$ cat src/rtl/rr_grant_scheduler_if.sv
// -----------------------------------------------------------------------------
// rr_grant_scheduler_if
//   Bundles the request/release inputs and the grant/status outputs of the
//   round-robin grant scheduler.
//
//   Signals:
//     req      [3:0]  level requests, one bit per requester
//     done     [3:0]  release pulse per requester (only the owner's bit counts)
//     grant    [3:0]  registered one-hot grant, or all zero
//     grant_id [1:0]  index of the current owner, valid while busy
//     busy            high while a grant is held
//     ptr      [1:0]  rotating priority pointer (highest-priority index)
//     timeout         one-cycle pulse on a forced release
//
//   Modports:
//     master  requester side: drives req/done, observes the grant outputs
//     slave   scheduler side: observes req/done, drives the grant outputs
// -----------------------------------------------------------------------------
interface rr_grant_scheduler_if;
    logic [3:0] req;
    logic [3:0] done;
    logic [3:0] grant;
    logic [1:0] grant_id;
    logic       busy;
    logic [1:0] ptr;
    logic       timeout;

    modport master (
        output req,
        output done,
        input  grant,
        input  grant_id,
        input  busy,
        input  ptr,
        input  timeout
    );

    modport slave (
        input  req,
        input  done,
        output grant,
        output grant_id,
        output busy,
        output ptr,
        output timeout
    );
endinterface : rr_grant_scheduler_if

$ cat src/rtl/rr_grant_scheduler.sv
// -----------------------------------------------------------------------------
// rr_grant_scheduler
//   Round-robin grant scheduler for four requesters sharing one resource.
//   A rotating pointer selects the highest-priority requester; the winner gets
//   a registered one-hot grant that is held until the owner releases it
//   (done pulse or request drop), after which the pointer moves past the owner.
//   Every grant is followed by one IDLE cycle before the next can be issued.
//
//   Parameters:
//     HOLD_MAX   maximum GRANT cycles before a forced release (1..255);
//                only used when RR_HOLD_LIMIT_EN is defined.
//
//   Compile-time option:
//     RR_HOLD_LIMIT_EN   builds the 8-bit hold counter and timeout pulse.
//                        Undefined: grants are held indefinitely and timeout
//                        is tied low.
//
//   Ports:
//     clk     rising-edge clock
//     rst_n   asynchronous active-low reset
//     bus     rr_grant_scheduler_if.slave (req, done in; grant, grant_id,
//             busy, ptr, timeout out -- all outputs registered)
// -----------------------------------------------------------------------------
module rr_grant_scheduler #(
    parameter int unsigned HOLD_MAX = 15
) (
    input  logic                    clk,
    input  logic                    rst_n,
    rr_grant_scheduler_if.slave     bus
);

    typedef enum logic {
        IDLE  = 1'b0,
        GRANT = 1'b1
    } state_t;

    state_t     state_q,    state_d;
    logic [3:0] grant_q,    grant_d;
    logic [1:0] grant_id_q, grant_id_d;
    logic       busy_q,     busy_d;
    logic [1:0] ptr_q,      ptr_d;
    logic       timeout_q,  timeout_d;

    // Lowest set index of a 4-bit vector; callers guarantee v != 0.
    function automatic logic [1:0] lowest_idx(input logic [3:0] v);
        logic [1:0] idx;
        idx = 2'd0;
        for (int i = 3; i >= 0; i--) begin
            if (v[i]) idx = 2'(i);
        end
        return idx;
    endfunction

    // Requests at or above the pointer take priority; if none of those are
    // active the search wraps to the full request vector.
    logic [3:0] masked_req;
    logic [1:0] winner;

    always_comb begin
        masked_req = bus.req & (4'b1111 << ptr_q);
        winner     = (masked_req != 4'b0000) ? lowest_idx(masked_req)
                                             : lowest_idx(bus.req);
    end

    // Owner-driven release; done bits of other requesters never matter.
    logic normal_release;
    assign normal_release = bus.done[grant_id_q] | ~bus.req[grant_id_q];

`ifdef RR_HOLD_LIMIT_EN
    logic [7:0] hold_cnt_q, hold_cnt_d;
    logic       hold_hit;
    // The counter reads 0 in the first GRANT cycle, so HOLD_MAX GRANT cycles
    // have elapsed when the incremented value reaches HOLD_MAX.
    assign hold_hit = ((hold_cnt_q + 8'd1) == 8'(HOLD_MAX));
`else
    logic hold_hit;
    assign hold_hit = 1'b0;
    // HOLD_MAX only matters with the hold limit built in.
    logic unused_hold_max;
    assign unused_hold_max = ^8'(HOLD_MAX);
`endif

    // NOTE: every signal assigned here gets a default first, so no path
    // leaves a value unassigned and no latch can be inferred.
    always_comb begin
        state_d    = state_q;
        grant_d    = grant_q;
        grant_id_d = grant_id_q;
        busy_d     = busy_q;
        ptr_d      = ptr_q;
        timeout_d  = 1'b0;
`ifdef RR_HOLD_LIMIT_EN
        hold_cnt_d = hold_cnt_q;
`endif

        unique case (state_q)
            IDLE: begin
                if (bus.req != 4'b0000) begin
                    state_d    = GRANT;
                    grant_d    = 4'b0001 << winner;
                    grant_id_d = winner;
                    busy_d     = 1'b1;
`ifdef RR_HOLD_LIMIT_EN
                    hold_cnt_d = 8'd0;
`endif
                end
            end

            GRANT: begin
                if (normal_release || hold_hit) begin
                    state_d   = IDLE;
                    grant_d   = 4'b0000;
                    busy_d    = 1'b0;
                    ptr_d     = grant_id_q + 2'd1;  // 3 wraps to 0
                    // A coincident owner release wins over the timeout.
                    timeout_d = hold_hit & ~normal_release;
`ifdef RR_HOLD_LIMIT_EN
                end else begin
                    hold_cnt_d = hold_cnt_q + 8'd1;
`endif
                end
            end

            default: state_d = IDLE;
        endcase
    end

    // NOTE: sequential state uses non-blocking assignments so all flops update
    // together from values sampled before the edge.
    always_ff @(posedge clk or negedge rst_n) begin
        if (!rst_n) begin
            state_q    <= IDLE;
            grant_q    <= 4'b0000;
            grant_id_q <= 2'd0;
            busy_q     <= 1'b0;
            ptr_q      <= 2'd0;
            timeout_q  <= 1'b0;
`ifdef RR_HOLD_LIMIT_EN
            hold_cnt_q <= 8'd0;
`endif
        end else begin
            state_q    <= state_d;
            grant_q    <= grant_d;
            grant_id_q <= grant_id_d;
            busy_q     <= busy_d;
            ptr_q      <= ptr_d;
            timeout_q  <= timeout_d;
`ifdef RR_HOLD_LIMIT_EN
            hold_cnt_q <= hold_cnt_d;
`endif
        end
    end

    assign bus.grant    = grant_q;
    assign bus.grant_id = grant_id_q;
    assign bus.busy     = busy_q;
    assign bus.ptr      = ptr_q;
    assign bus.timeout  = timeout_q;

endmodule : rr_grant_scheduler

$ cat src/flat_wrapper.sv
// flat-port wrapper written by rule: the top's interface ports become plain ports
module rr_grant_scheduler_flat 
#(
    parameter int unsigned HOLD_MAX = 15
)
  (clk, rst_n, bus_req, bus_done, bus_grant, bus_grant_id, bus_busy, bus_ptr, bus_timeout);
  rr_grant_scheduler_if bus_i ();
  input  logic clk;
  input  logic rst_n;
  input wire logic [$bits(bus_i.req)-1:0] bus_req;
  input wire logic [$bits(bus_i.done)-1:0] bus_done;
  output wire logic [$bits(bus_i.grant)-1:0] bus_grant;
  output wire logic [$bits(bus_i.grant_id)-1:0] bus_grant_id;
  output wire logic [$bits(bus_i.busy)-1:0] bus_busy;
  output wire logic [$bits(bus_i.ptr)-1:0] bus_ptr;
  output wire logic [$bits(bus_i.timeout)-1:0] bus_timeout;
  assign bus_i.req = bus_req;
  assign bus_i.done = bus_done;
  assign bus_grant = bus_i.grant;
  assign bus_grant_id = bus_i.grant_id;
  assign bus_busy = bus_i.busy;
  assign bus_ptr = bus_i.ptr;
  assign bus_timeout = bus_i.timeout;
  rr_grant_scheduler #(.HOLD_MAX(HOLD_MAX)) u_core (.clk(clk), .rst_n(rst_n), .bus(bus_i));
endmodule
$ cat config.mk
export PLATFORM = sky130hd
export DESIGN_NAME = rr_grant_scheduler_flat
export DESIGN_NICKNAME = d
export VERILOG_FILES = /design/src/rtl/rr_grant_scheduler_if.sv /design/src/rtl/rr_grant_scheduler.sv /design/src/flat_wrapper.sv
export SDC_FILE = /design/constraint.sdc
export NUM_CORES = 1
export LEC_CHECK = 0
export BUFFER_PORTS_ARGS = -buffer_cell sky130_fd_sc_hd__buf_2
export CORE_AREA = 2 2 39 41
export DETAILED_ROUTE_END_ITERATION = 8
export DIE_AREA = 0 0 41 43
export GPL_ROUTABILITY_DRIVEN = 0
export PLACE_DENSITY = 0.8
export RECOVER_POWER = 100
export SYNTH_ARGS = -nofsm -noshare
export SYNTH_HDL_FRONTEND = slang
export SYNTH_SLANG_ARGS = --single-unit
$ cat constraint.sdc
create_clock -name clk -period 1.7 [get_ports clk]
set_input_delay 0 -clock clk [delete_from_list [all_inputs] [get_ports clk]]
set_output_delay 0 -clock clk [all_outputs]
set_load 0.01 [all_outputs]
==> qor.txt <==
setup repair after global routing missed its margin: false
final routed wire length divided by cell count: 13.0 um
status: completed
number of buffers and inverters on the critical path: 0
Worst Tran Pin Value: 0.513 ns
count of input and output buffers: 18
syn_nets: 66
CTS-repair resized insts: 0
number of levels the H-tree was split into: 1
number of top-level pins: 20
part of the cycle the worst path needs: 94.8%
number of diodes added for antenna fixing: 0
maximum clock rate: 620 MHz
PwrDens: 1840 nW/um^2
number of inserted filler cells in the final layout: 143
Die X: 41 um
Yosys cell types: 29
initial antenna violation count: 0
element type at the critical path end: flip-flop
Worst Hold Depth: 3
final wirelength: 1220 um
fraction of final layout cells with drive strength greater than 1: 21.8%
number of synthesized flops with an enable pin: 0
Crit Path Max Fanout: 8
total overflow reported by the global router: 0
Total Die Area: 1760 um^2
leading post-synthesis cells by cell area: sky130_fd_sc_hd__dfrtp_1 (45%), sky130_fd_sc_hd__a311oi_4 (4.8%), sky130_fd_sc_hd__nand2_1 (4.8%)
IR drop worst, VDD: 0.822 mV
signal arrival time at the worst endpoint: 1.77 ns
kind of cell adding the most delay to the critical path: flip-flops
die outline height: 43 um
Critical Path Max Stage Delay: 0.46 ns
Starting Density: 40.0%
via-per-instance ratio: 5.34
maximum clock skew at final layout: 0.00229 ns
Worst setup SP type: flip-flop
chain of cells forming the critical path: or3b_1 > a21oi_2 > a311oi_4 > mux2_4
CTS tree: done
number of vias after detailed routing: 502
leading register cell type out of synthesis: sky130_fd_sc_hd__dfrtp_1
cell count along the critical path: 4
number of instances in the synthesized netlist: 56
synthesized flop and latch total: 10
total standard cell area after synthesis: 553 um^2
dpl cells: 89
R2R depth: 4
sequential-to-total area share from yosys stat: 45.2%
CTS buffer count: 3
Site Rows: 14
standby leakage power: 0.000319 uW
sequential cell area: 250 um^2
first-pass GRT wire length: 1850 um
worst hold path type: primary input to flip-flop
number of buffers on the longest clock path: 2
fraction of synthesis flops using an asynchronous set or reset pin: 100%
# clock sinks: 10
Crit Path Category: flip-flop to flip-flop
CP Data Required Time: 1.86 ns
count of TritonRoute iterations in the first routing pass: 4
number of design-rule violations left by the first detailed-router iteration: 11
Fin. Hold Viols: 0
Final Critical Period: 1.61 ns
largest area contributor in the netlist: sky130_fd_sc_hd__dfrtp_1
per-instance average area after synthesis: 9.88 um^2
DRC errors left: 0
Final setup violation count: 0
core region area: 1380 um^2
TNS Setup: 0 ns
count of nets after finishing: 89
Max Slew Vio Count: 0
relative area change from synthesis to final layout: 24.7%
Critical-path top delay cell: sky130_fd_sc_hd__dfrtp_1
global-route usage over all layers: 15.8%
via count of the first global-routing pass: 480
number of max-capacitance violations reported: 0
share of the synthesized area in the top cell type: 45.2%
pin count of the biggest net entering global routing: 12
count of synthesis-stage warnings from yosys: 0
multi-input combinational cell area: 272 um^2
number of nets with antenna violations after routing: 0
clock input transition at the sequential cells of the worst setup and hold paths: 0.07 ns
clock root buffer: sky130_fd_sc_hd__clkbuf_4
non-filler cells, final: 94
remaining max-slew budget at the tightest pin: 65.8%
insertion delay of the later-clocked pin in the worst-skew pair: 0.27 ns
final timing paths:
check	to	slack (ns)	start
hold reg to reg	u_core.bus.grant[2]$_DFFE_PN0P_	0.53	u_core.bus.grant[2]$_DFFE_PN0P_
setup reg to reg	u_core.bus.ptr[1]$_DFFE_PN0P_	0.09	u_core.bus.grant_id[0]$_DFFE_PN0P_
hold / removal	u_core.state_q$_DFF_PN0_	0.16	bus_req[3]
min in group asynchronous	u_core.bus.ptr[0]$_DFFE_PN0P_	0.21	rst_n
max in group asynchronous	u_core.bus.grant_id[1]$_DFFE_PN0P_	1.15	rst_n
setup / recovery	u_core.bus.ptr[1]$_DFFE_PN0P_	0.09	u_core.bus.grant_id[0]$_DFFE_PN0P_
registers in the layout (all words and copies together), names as in the netlist:
| name | count |
|---|---|
| u_core.bus.grant_id | 2 |
| u_core.bus.busy | 1 |
| u_core.state_q | 1 |
| u_core.bus.ptr | 2 |
| u_core.bus.grant | 4 |
report_power, final:
part | switching [uW] | leakage [uW] | internal, uW
combinational | 346 | 0.000175 | 255
sequential | 95.8 | 0.000123 | 353
clock | 90.5 | 0.0000210 | 130
worst reg2reg max path: stages, from the launching register on:
cell and delay (ns):
sky130_fd_sc_hd__dfrtp_1 0.46, sky130_fd_sc_hd__or3b_1 0.43, sky130_fd_sc_hd__a21oi_2 0.19, sky130_fd_sc_hd__a311oi_4 0.09
sky130_fd_sc_hd__mux2_4 0.34
placed cells by master, fill, tap and decap left out, types with 2 or more instances in the layout:
cell	count
sky130_fd_sc_hd__o21ai_0	2
sky130_fd_sc_hd__buf_2	9
sky130_fd_sc_hd__dfrtp_1	10
sky130_fd_sc_hd__a21oi_1	3
sky130_fd_sc_hd__nand2_1	7
sky130_fd_sc_hd__clkbuf_1	10
sky130_fd_sc_hd__clkbuf_4	3
sky130_fd_sc_hd__o2bb2ai_1	2
sky130_fd_sc_hd__o32ai_1	2
sky130_fd_sc_hd__nand2b_1	2
sky130_fd_sc_hd__inv_1	5
sky130_fd_sc_hd__nor2_1	3
synth_stat cells, types with 2 or more instances:
library cell,number
sky130_fd_sc_hd__dfrtp_1,10
sky130_fd_sc_hd__nand2_1,7
sky130_fd_sc_hd__inv_1,5
sky130_fd_sc_hd__a21oi_1,3
sky130_fd_sc_hd__nor2_1,3
sky130_fd_sc_hd__nand2b_1,2
sky130_fd_sc_hd__o21ai_0,2
sky130_fd_sc_hd__o2bb2ai_1,2
sky130_fd_sc_hd__o32ai_1,2
timing repair:
action,4_1_cts,5_1_grt
buffers inserted,0,0
endpoints found under the setup margin,0,0
hold buffers,1,0
hold endpoints to repair,10,0
metal layers:
| layer | up-vias | routed length, um | share of wire [%] | track usage [%] |
|---|---|---|---|---|
| met5 | - | 0 | 0 | 0 |
| met2 | 14 | 625 | 51 | 25.9 |
| li1 | 245 | - | - | - |
| met3 | 5 | 44 | 3.6 | 3.14 |
| met4 | 0 | 31 | 2.5 | 8.00 |
| met1 | 238 | 517 | 42 | 18.1 |
per-stage QoR:
step / util [%] / setup WS, ns / area [um^2] / power (uW) / hold slack (ns)
3_3_place_gp: 47.6 / 0.155 / 658 / 1070 / -0.134
2_1_floorplan: - / 0.134 / 553 / 872 / -0.296
4_1_cts: 50.9 / 0.0912 / 704 / 1300 / 0.112
3_5_place_dp: 47.6 / 0.0993 / 658 / 1080 / -0.129
5_1_grt: 49.8 / 0.0353 / 689 / 1350 / 0.157
6_report: 49.8 / 0.0884 / 689 / 1270 / 0.164
layout make-up:
type	count	area share, %
sequential	10	36.3
multi-input combinational	39	39.4
clock buffer	4	5.26
timing repair buffer	20	13.4
tap	16	2.90
inverter	5	2.72
logic make-up after synthesis:
kind of cell,Yosys count,synth area share [%]
AO/OA/AOI/OAI,17,26.0
XOR/XNOR,1,1.58
buffers and inverters,7,5.66
flip-flops,10,45.2
multiplexers,2,4.52
other,1,0.678
AND/OR/NAND/NOR,18,16.3
No activity file was read; power rests on OpenSTA's default activity.
